### src/rtl/dfa_lookahead_mpram_if.sv
// Bus bundle for the lookahead multi-read-port RAM: one byte-enabled write
// port, a clear request and NUM_RD packed read ports.
interface dfa_lookahead_mpram_if #(
    parameter int DATA_WIDTH    = 16,
    parameter int ADDRESS_WIDTH = 4,
    parameter int NUM_RD        = 2
);
    logic [ADDRESS_WIDTH-1:0]        wr_address;
    logic [DATA_WIDTH-1:0]           wr_writedata;
    logic [DATA_WIDTH/8-1:0]         wr_byteenable;
    logic                            wr_write;
    logic                            wr_waitrequest;
    logic                            clear;
    logic [NUM_RD*ADDRESS_WIDTH-1:0] rd_address;
    logic [NUM_RD-1:0]               rd_read;
    logic [NUM_RD*DATA_WIDTH-1:0]    rd_readdata;

    modport master (
        output wr_address, wr_writedata, wr_byteenable, wr_write, clear,
               rd_address, rd_read,
        input  wr_waitrequest, rd_readdata
    );

    modport slave (
        input  wr_address, wr_writedata, wr_byteenable, wr_write, clear,
               rd_address, rd_read,
        output wr_waitrequest, rd_readdata
    );
endinterface

### src/rtl/dfa_lookahead_mpram.sv
// Single-write, multi-read RAM with 1-cycle registered reads, per-byte
// write-before-read lookahead on every port, and a self-clearing sequence.
module dfa_lookahead_mpram #(
    parameter int DATA_WIDTH     = 16,
    parameter int DEPTH          = 16,
    parameter int ADDRESS_WIDTH  = 4,
    parameter int NUM_RD         = 2,
    parameter int CLEAR_ON_RESET = 1
) (
    input  logic                 clk,
    input  logic                 reset_n,
    dfa_lookahead_mpram_if.slave bus
);
    localparam int NB = DATA_WIDTH / 8;
    localparam logic [ADDRESS_WIDTH:0]   DEPTH_W = (ADDRESS_WIDTH+1)'(DEPTH);
    localparam logic [ADDRESS_WIDTH-1:0] LAST    = ADDRESS_WIDTH'(DEPTH - 1);

    typedef enum logic {CLEARING, READY} state_e;

    state_e                   state_q;
    logic [ADDRESS_WIDTH-1:0] cnt_q;
    logic                     waitreq_q;

    always_ff @(posedge clk or negedge reset_n) begin
        if (!reset_n) begin
            state_q   <= CLEARING;
            cnt_q     <= LAST;
            waitreq_q <= 1'b1;
        end else begin
            case (state_q)
                CLEARING: begin
                    if (bus.clear) begin
                        cnt_q <= LAST;
                    end else if (CLEAR_ON_RESET == 0 || cnt_q == '0) begin
                        state_q   <= READY;
                        waitreq_q <= 1'b0;
                    end else begin
                        cnt_q <= cnt_q - ADDRESS_WIDTH'(1);
                    end
                end
                default: begin
                    if (bus.clear) begin
                        state_q   <= CLEARING;
                        cnt_q     <= LAST;
                        waitreq_q <= 1'b1;
                    end
                end
            endcase
        end
    end

    assign bus.wr_waitrequest = waitreq_q;

    // The single effective write of this edge: user write when ready, the
    // zeroing write when clearing. It feeds both the array and the lookahead.
    logic                     wr_en;
    logic [ADDRESS_WIDTH-1:0] wr_addr;
    logic [DATA_WIDTH-1:0]    wr_data;
    logic [NB-1:0]            wr_be;

    always_comb begin
        wr_en   = 1'b0;
        wr_addr = bus.wr_address;
        wr_data = bus.wr_writedata;
        wr_be   = bus.wr_byteenable;
        if (state_q == READY) begin
            wr_en = bus.wr_write && ({1'b0, bus.wr_address} < DEPTH_W);
        end else if (CLEAR_ON_RESET != 0) begin
            wr_en   = 1'b1;
            wr_addr = cnt_q;
            wr_data = '0;
            wr_be   = '1;
        end
    end

    // No reset on the array; reset_n only gates the enable so a reset edge
    // aborts the write in flight.
    logic [DATA_WIDTH-1:0] mem [DEPTH];

    always_ff @(posedge clk) begin
        if (wr_en && reset_n) begin
            for (int b = 0; b < NB; b++) begin
                if (wr_be[b]) mem[wr_addr][8*b +: 8] <= wr_data[8*b +: 8];
            end
        end
    end

    logic [NUM_RD-1:0][DATA_WIDTH-1:0] rd_data;

    for (genvar k = 0; k < NUM_RD; k++) begin : g_rd
        logic [ADDRESS_WIDTH-1:0] ra;
        logic [DATA_WIDTH-1:0]    merged;
        logic [DATA_WIDTH-1:0]    rd_q;

        assign ra = bus.rd_address[k*ADDRESS_WIDTH +: ADDRESS_WIDTH];

        always_comb begin
            merged = '0;
            if ({1'b0, ra} < DEPTH_W) merged = mem[ra];
            if (wr_en && wr_addr == ra) begin
                for (int b = 0; b < NB; b++) begin
                    if (wr_be[b]) merged[8*b +: 8] = wr_data[8*b +: 8];
                end
            end
        end

        always_ff @(posedge clk or negedge reset_n) begin
            if (!reset_n)           rd_q <= '0;
            else if (bus.rd_read[k]) rd_q <= merged;
        end

        assign rd_data[k] = rd_q;
    end

    assign bus.rd_readdata = rd_data;
endmodule

### src/flat_wrapper.sv
// flat-port wrapper written by rule: the top's interface ports become plain ports
module dfa_lookahead_mpram_flat 
#(
    parameter int DATA_WIDTH     = 16,
    parameter int DEPTH          = 16,
    parameter int ADDRESS_WIDTH  = 4,
    parameter int NUM_RD         = 2,
    parameter int CLEAR_ON_RESET = 1
)
  (clk, reset_n, bus_wr_address, bus_wr_writedata, bus_wr_byteenable, bus_wr_write, bus_clear, bus_rd_address, bus_rd_read, bus_wr_waitrequest, bus_rd_readdata);
  dfa_lookahead_mpram_if #(.DATA_WIDTH(DATA_WIDTH), .ADDRESS_WIDTH(ADDRESS_WIDTH), .NUM_RD(NUM_RD)) bus_i ();
  input  logic clk;
  input  logic reset_n;
  input wire logic [$bits(bus_i.wr_address)-1:0] bus_wr_address;
  input wire logic [$bits(bus_i.wr_writedata)-1:0] bus_wr_writedata;
  input wire logic [$bits(bus_i.wr_byteenable)-1:0] bus_wr_byteenable;
  input wire logic [$bits(bus_i.wr_write)-1:0] bus_wr_write;
  input wire logic [$bits(bus_i.clear)-1:0] bus_clear;
  input wire logic [$bits(bus_i.rd_address)-1:0] bus_rd_address;
  input wire logic [$bits(bus_i.rd_read)-1:0] bus_rd_read;
  output wire logic [$bits(bus_i.wr_waitrequest)-1:0] bus_wr_waitrequest;
  output wire logic [$bits(bus_i.rd_readdata)-1:0] bus_rd_readdata;
  assign bus_i.wr_address = bus_wr_address;
  assign bus_i.wr_writedata = bus_wr_writedata;
  assign bus_i.wr_byteenable = bus_wr_byteenable;
  assign bus_i.wr_write = bus_wr_write;
  assign bus_i.clear = bus_clear;
  assign bus_i.rd_address = bus_rd_address;
  assign bus_i.rd_read = bus_rd_read;
  assign bus_wr_waitrequest = bus_i.wr_waitrequest;
  assign bus_rd_readdata = bus_i.rd_readdata;
  dfa_lookahead_mpram #(.DATA_WIDTH(DATA_WIDTH), .DEPTH(DEPTH), .ADDRESS_WIDTH(ADDRESS_WIDTH), .NUM_RD(NUM_RD), .CLEAR_ON_RESET(CLEAR_ON_RESET)) u_core (.clk(clk), .reset_n(reset_n), .bus(bus_i));
endmodule
### config.mk
export PLATFORM = sky130hd
export DESIGN_NAME = dfa_lookahead_mpram_flat
export DESIGN_NICKNAME = d
export VERILOG_FILES = /design/src/rtl/dfa_lookahead_mpram_if.sv /design/src/rtl/dfa_lookahead_mpram.sv /design/src/flat_wrapper.sv
export SDC_FILE = /design/constraint.sdc
export NUM_CORES = 1
export LEC_CHECK = 0
export CORE_UTILIZATION = 40
export DETAILED_ROUTE_END_ITERATION = 16
export SLEW_MARGIN = 20
export SYNTH_ARGS = -nofsm -noshare
export SYNTH_HDL_FRONTEND = slang
export SYNTH_SLANG_ARGS = --single-unit
### constraint.sdc
create_clock -name clk -period 1.9 [get_ports clk]
set_input_delay 0.38 -clock clk [delete_from_list [all_inputs] [get_ports clk]]
set_output_delay 0.38 -clock clk [all_outputs]
set_load 0.02 [all_outputs]
### After elaboration in Yosys (flattened, before gate mapping)

Memory sizes are Yosys's and may differ from the RTL's.
Index checks and enable logic that the tools add are counted.

| operators by class | value |
|---|---|
| muxes and demuxes | 28 |
| add/subtract/negate cells | 1 |
| equal/unequal tests | 5 |
| reduce and logical (&&, ||, !) cells | 7 |

Operator list:

| operator | number |
|---|---|
| 16-bit 2-to-1 mux | 3 |
| 8-bit 2-to-1 mux | 4 |
| 4-bit 2-to-1 mux | 5 |
| 1-bit 2-to-1 mux | 15 |
| 4-bit == test | 2 |
| 4-bit zero test | 1 |
| 2-bit inequality test (second input constant) | 2 |
| 4-bit by 1-bit subtractor with 4-bit output (second input constant) | 1 |
| 1-bit logical AND | 3 |
| 3-bit AND reduction | 1 |
| 2-bit 2-to-1 mux | 1 |
| 2-bit by 1-bit inequality test with 1-bit output (second input constant) | 1 |
| 2-bit AND reduction | 1 |
| 2-bit nonzero test | 1 |

| storage, ports and cells | value |
|---|---|
| output and inout bits | 33 |
| word-level logic and storage cells | 47 |
| memory bits (writable) | 256 |
| flip-flop bits (word level) | 38 |
| memories | 1 |
| bits of input ports | 36 |

Memory list:

| name | words | width | rd ports | clocked after memory_dff | write ports | RTL line | source |
|---|---|---|---|---|---|---|---|
| u_core.mem | 16 | 16 | 2 | 0 | 1 | dfa_lookahead_mpram.sv:78 | `logic [DATA_WIDTH-1:0] mem [DEPTH];` |

### Depth between registers and ports, before layout

| logic depth | value |
|---|---|
| depth after elaboration | 4 |
| depth in mapped cells | 7 |
| gate-level depth less buffers | 7 |

### Least setup slack after synthesis

Ideal clock, no wire load.

| timing path | value |
|---|---|
| path kind | register to register |
| from | register u_core.state_q |
| to | memory u_core.mem[12][0] (enable) |
| period minus slack after synthesis | 1.966 ns |
| slack | -0.066 ns |
| stages on the path, launching flop included | 7 |
| data arrival time | 1.596 ns |
| data required time | 1.530 ns |
| buffers on the path | 2 |
| setup time | 0.370 ns |
| path through | dfrtp_1 buf_6 clkbuf_1 nor3_1 a21oi_1 nand2b_1 nor2_1 |

| between the ends | value |
|---|---|
| word-level cells in the longest chain between the ends | 4 |
| elaborated cells on any way between the ends | 7 |
| classes of those cells | mux (6); reduce/logical (1) |

RTL lines:

| what | RTL line | source |
|---|---|---|
| from (decl) | dfa_lookahead_mpram.sv:20 | `state_e state_q;` |
| from (signal assigned) | dfa_lookahead_mpram.sv:26 | `state_q <= CLEARING;` |
| from (signal assigned) | dfa_lookahead_mpram.sv:35 | `state_q <= READY;` |
| from (signal assigned) | dfa_lookahead_mpram.sv:43 | `state_q <= CLEARING;` |
| 2-bit 2-to-1 mux or 1-bit 2-to-1 mux (tied branches) | dfa_lookahead_mpram.sv:66 | `if (state_q == READY) begin` |
| 1-bit 2-to-1 mux or 1-bit logical AND (tied branches) | dfa_lookahead_mpram.sv:83, dfa_lookahead_mpram.sv:81 |  |
| 1-bit 2-to-1 mux | dfa_lookahead_mpram.sv:81 | `if (wr_en && reset_n) begin` |
| 1-bit 2-to-1 mux (implied by the code) | dfa_lookahead_mpram.sv:83 | `if (wr_be[b]) mem[wr_addr][8*b +: 8] <= wr_data[8*b +: 8];` |
| to (decl) | dfa_lookahead_mpram.sv:78 |  |

Several ways; a longest one is shown, not always the timed one.

### Final worst setup path

| timing path | value |
|---|---|
| from | register u_core.state_q |
| to | register u_core.g_rd[1].rd_q[1] |

| between the ends | value |
|---|---|
| word-level cells in the longest chain between the ends | 4 |
| elaborated cells on any way between the ends | 8 |
| classes of those cells | eq/ne (1); mux (6); reduce/logical (1) |

RTL lines:

| what | RTL line | source |
|---|---|---|
| 4-bit 2-to-1 mux | dfa_lookahead_mpram.sv:66 |  |
| 4-bit == test | dfa_lookahead_mpram.sv:100 | `if (wr_en && wr_addr == ra) begin` |
| 1-bit logical AND | dfa_lookahead_mpram.sv:100 |  |
| 16-bit 2-to-1 mux * | dfa_lookahead_mpram.sv:100 |  |
| to (signal assigned) | dfa_lookahead_mpram.sv:109 | `else if (bus.rd_read[k]) rd_q <= merged;` |
| to (decl) | dfa_lookahead_mpram.sv:93 | `logic [DATA_WIDTH-1:0] rd_q;` |

Mark *: on every way between the ends. The rest lies on a longest branch, timed or not.
A chain may end at the register's enable or synchronous reset.

==> key figures <==
Status
  • Run status: complete, but fails checks
  • Failing checks: negative setup slack

Critical path
  • Delay-heaviest family, CP: buffers and inverters
  • Crit path kind: reg -> reg
  • Crit end category: flip-flop
  • R2R Path End: u_core.g_rd[1].rd_q[1]
  • CP Launch Type: flip-flop
  • Register-to-register setup slack: -0.21 ns
  • Slowest CP cell: dfrtp_2
  • Worst EP arrival: 2.54 ns
  • Worst-path fanout max: 8
  • WP buf/inv: 3
  • Worst-path cell chain: buf_12, buf_8, mux2i_4, xnor2_2, nor4_4, buf_6, a21boi_4, a221o_1
  • Critical path depth: 8
  • CP peak stage delay: 0.43 ns
  • Worst Setup SP: u_core.state_q
  • Worst setup path endpoint: u_core.g_rd[1].rd_q[1]
  • Reg2Reg Launch Point: u_core.state_q
  • Reg2reg path depth: 8
  • Worst Path Required: 2.33 ns

Routing
  • Post-Route WL: 37900 um
  • Antenna Nets Post-Route: 0
  • Vias per cell: 5.78
  • Initial DRC count: 859
  • First drt pass iteration count: 6
  • Vias: 8421
  • DRC viols: 0
  • Wire length per cell: 26.0 um

Floorplanning
  • Core area: 0.0339 mm2
  • Die Footprint: 0.0355 mm2
  • Die X: 188 um
  • Io pins: 69
  • Die height: 188 um
  • Initial Utilization: 0.410
  • Num rows: 67

Yosys
  • Gate count of the mapped netlist: 791
  • Sequential area share after synthesis: 0.622
  • Post-synth cell types: 38
  • Cell area after synthesis: 0.0139 mm2
  • Number of synthesized flops with an enable pin: 256
  • Post-synth top cells: edfxtp_1 (256), mux4_2 (128), a22oi_1 (66)
  • Async set-reset flop share out of synthesis: 0.129
  • Post-synth top area share: 0.553
  • Syn avg cell area: 17.6 um2
  • FF+latch count, synth: 294
  • Top cells by area, synth: edfxtp_1 (55%), mux4_2 (21%), dfrtp_1 (5.9%), a22oi_1 (3.6%), a221o_1 (2.3%)
  • Synth Flop Type: edfxtp_1
  • Warnings from Yosys: 0
  • Yosys top cell by area: edfxtp_1
  • Top-count cell post-synth: edfxtp_1
  • Post-synth net total: 830

Layout
  • Layout cells sized above 1: 0.390
  • Layout Nets: 1022
  • Final Instance Area: 0.0177 mm2
  • Area grow syn2layout: 27.3%
  • Non-Filler Instances: 1456
  • Antenna Cells: 0
  • Final Util: 0.522

Timing
  • Clk_skew: 0.0147 ns
  • RSZ-0062 raised after global routing: true
  • Max frequency: 474 MHz
  • Worst Tran Pin Value: 0.738 ns
  • # setup viols final: 32
  • Final period util: 1.11
  • Tmin final: 2.11 ns
  • Final Hold Fails: 0
  • Post-route setup slack: -0.208 ns
  • Max Slew Vio Count: 0
  • Worst slew margin: 0.508

Clock network
  • CTS Sinks: 294
  • Clock slew seen by the registers of the worst setup and hold paths: 0.06 ns
  • CTS max path bufs: 3
  • Worst skew pair latency: 0.56 ns
  • CTS tree: built
  • Cell at the root of the clock tree: clkbuf_16
  • Clock H-tree levels: 1
  • Cts bufs inserted: 31

Placement
  • Port bufs: 68
  • Routability cong.: 0.840
  • Hpwl dp: 26300 um
  • Placed cell count: 1388
  • Post-place instance area: 0.0161 mm2

Pwr
  • Sw Ratio: 0.229
  • P_int: 11.5 mW
  • P_sw: 3.42 mW
  • Power Density: 844 mW/mm2
  • Logic gate share of total power: 0.116
  • Maximum vdd drop: 0.000801 V
  • Reg power frac: 0.483
  • Static leakage: 6.50 nW
  • Clock power share: 0.400

Worst hold path
  • HP Class: in -> reg

Global routing
  • First-pass GRT wire length: 56200 um
  • Total GRT Usage: 0.216
  • Vias in the first global route: 8759
  • Initial antenna violation count: 1
  • Grt ovf: 0
  • Largest net degree at the start of global routing: 39

Flow run
  • Max Cap Viol: 0
==> cell families after synthesis <==
family / Yosys count / share of synthesized area
compound gates: 123 / 0.0716
buf+inv: 64 / 0.0249
xor+xnor: 10 / 0.00630
fa+ha+maj: 3 / 0.00270
mux: 132 / 0.212
flops: 294 / 0.622
simple gates: 165 / 0.0606
==> stage by stage <==
step                hold WS (ns)  worst slack (ns)  TNS, ns  power, mW
global route               0.477            -0.293    -7.87       15.4
global placement           0.550            -0.678  -105.49       9.04
CTS                        0.411            -0.245    -6.55       15.0
finish                     0.425            -0.208    -5.54       14.9
detailed placement         0.566            -0.690  -103.95       9.05
floorplan                 0.0844           -0.0662   -11.62       8.23
==> power groups by stage <==
stage	logic, mW	registers, mW	clock network [mW]
2_1_floorplan	0.822	7.41	0
3_3_place_gp	1.69	7.35	0
3_5_place_dp	1.70	7.35	0
4_1_cts	1.71	7.22	6.06
5_1_grt	1.84	7.22	6.30
6_report	1.74	7.22	5.98
==> cells in the final DEF (no fill, tap or decap), types with 17 or more instances in the layout <==
| cell type | n |
|---|---|
| a221o_1 | 32 |
| a22oi_1 | 66 |
| and2_1 | 18 |
| buf_12 | 28 |
| buf_4 | 99 |
| buf_6 | 17 |
| clkbuf_16 | 31 |
| clkdlybuf4s50_1 | 30 |
| dfrtp_1 | 32 |
| dlygate4sd2_1 | 33 |
| edfxtp_1 | 256 |
| mux4_2 | 128 |
| nand2_1 | 37 |
| nor2_1 | 23 |
| nor2b_1 | 36 |
==> layout make-up <==
class / count / area (um2)
Clock buffer: 44 / 865
Clock inverter: 14 / 146
Fill cell: 2773 / 16200
Inverter: 7 / 26.3
Multi-Input combinational cell: 433 / 5260
Sequential cell: 294 / 8650
Tap cell: 448 / 561
Timing Repair Buffer: 216 / 2180
==> metal layers <==
metal,global-route usage,part of all wire,routed length (um),vias up
li1,-,-,-,3668
met3,0.0350,0.070,2640,59
met5,0,0,0,-
met2,0.342,0.48,18200,293
met4,0.0658,0.026,989,0
met1,0.307,0.42,16100,4401
==> registers in the layout (all words and copies together), names as in the netlist <==
name / flops
u_core.g_rd.rd_q: 32
u_core.state_q: 1
u_core.bus.wr_waitrequest: 1
u_core.mem: 256
u_core.cnt_q: 4
==> worst min path at each step <==
stage	start	end	slack (ns)	cells past startpoint
floorplan	reset_n	u_core.g_rd[0].rd_q[0]	0.08	0
global placement	reset_n	u_core.state_q	0.55	2
detailed placement	reset_n	u_core.state_q	0.57	2
CTS	bus_clear	u_core.cnt_q[2]	0.41	3
global route	bus_clear	u_core.cnt_q[2]	0.48	3
finish	bus_clear	u_core.cnt_q[2]	0.42	3
==> what timing repair did <==
item | 4_1_cts | 5_1_grt
pin swaps | 40 | 12
gates resized for setup | 106 | 37
setup endpoints to repair | 222 | 239
hold buffers | 1 | 0
setup buffers | 7 | 3
gates cloned | 1 | 0
hold endpoints to repair | 33 | 0
==> worst register-to-register path, cell delays in order, from the launching register on <==
cell and delay (ns):
dfrtp_2 0.43, buf_12 0.15, buf_8 0.13, mux2i_4 0.20, xnor2_2 0.15, nor4_4 0.32
buf_6 0.17, a21boi_4 0.10, a221o_1 0.34
No activity file was read; power rests on OpenSTA's default activity.
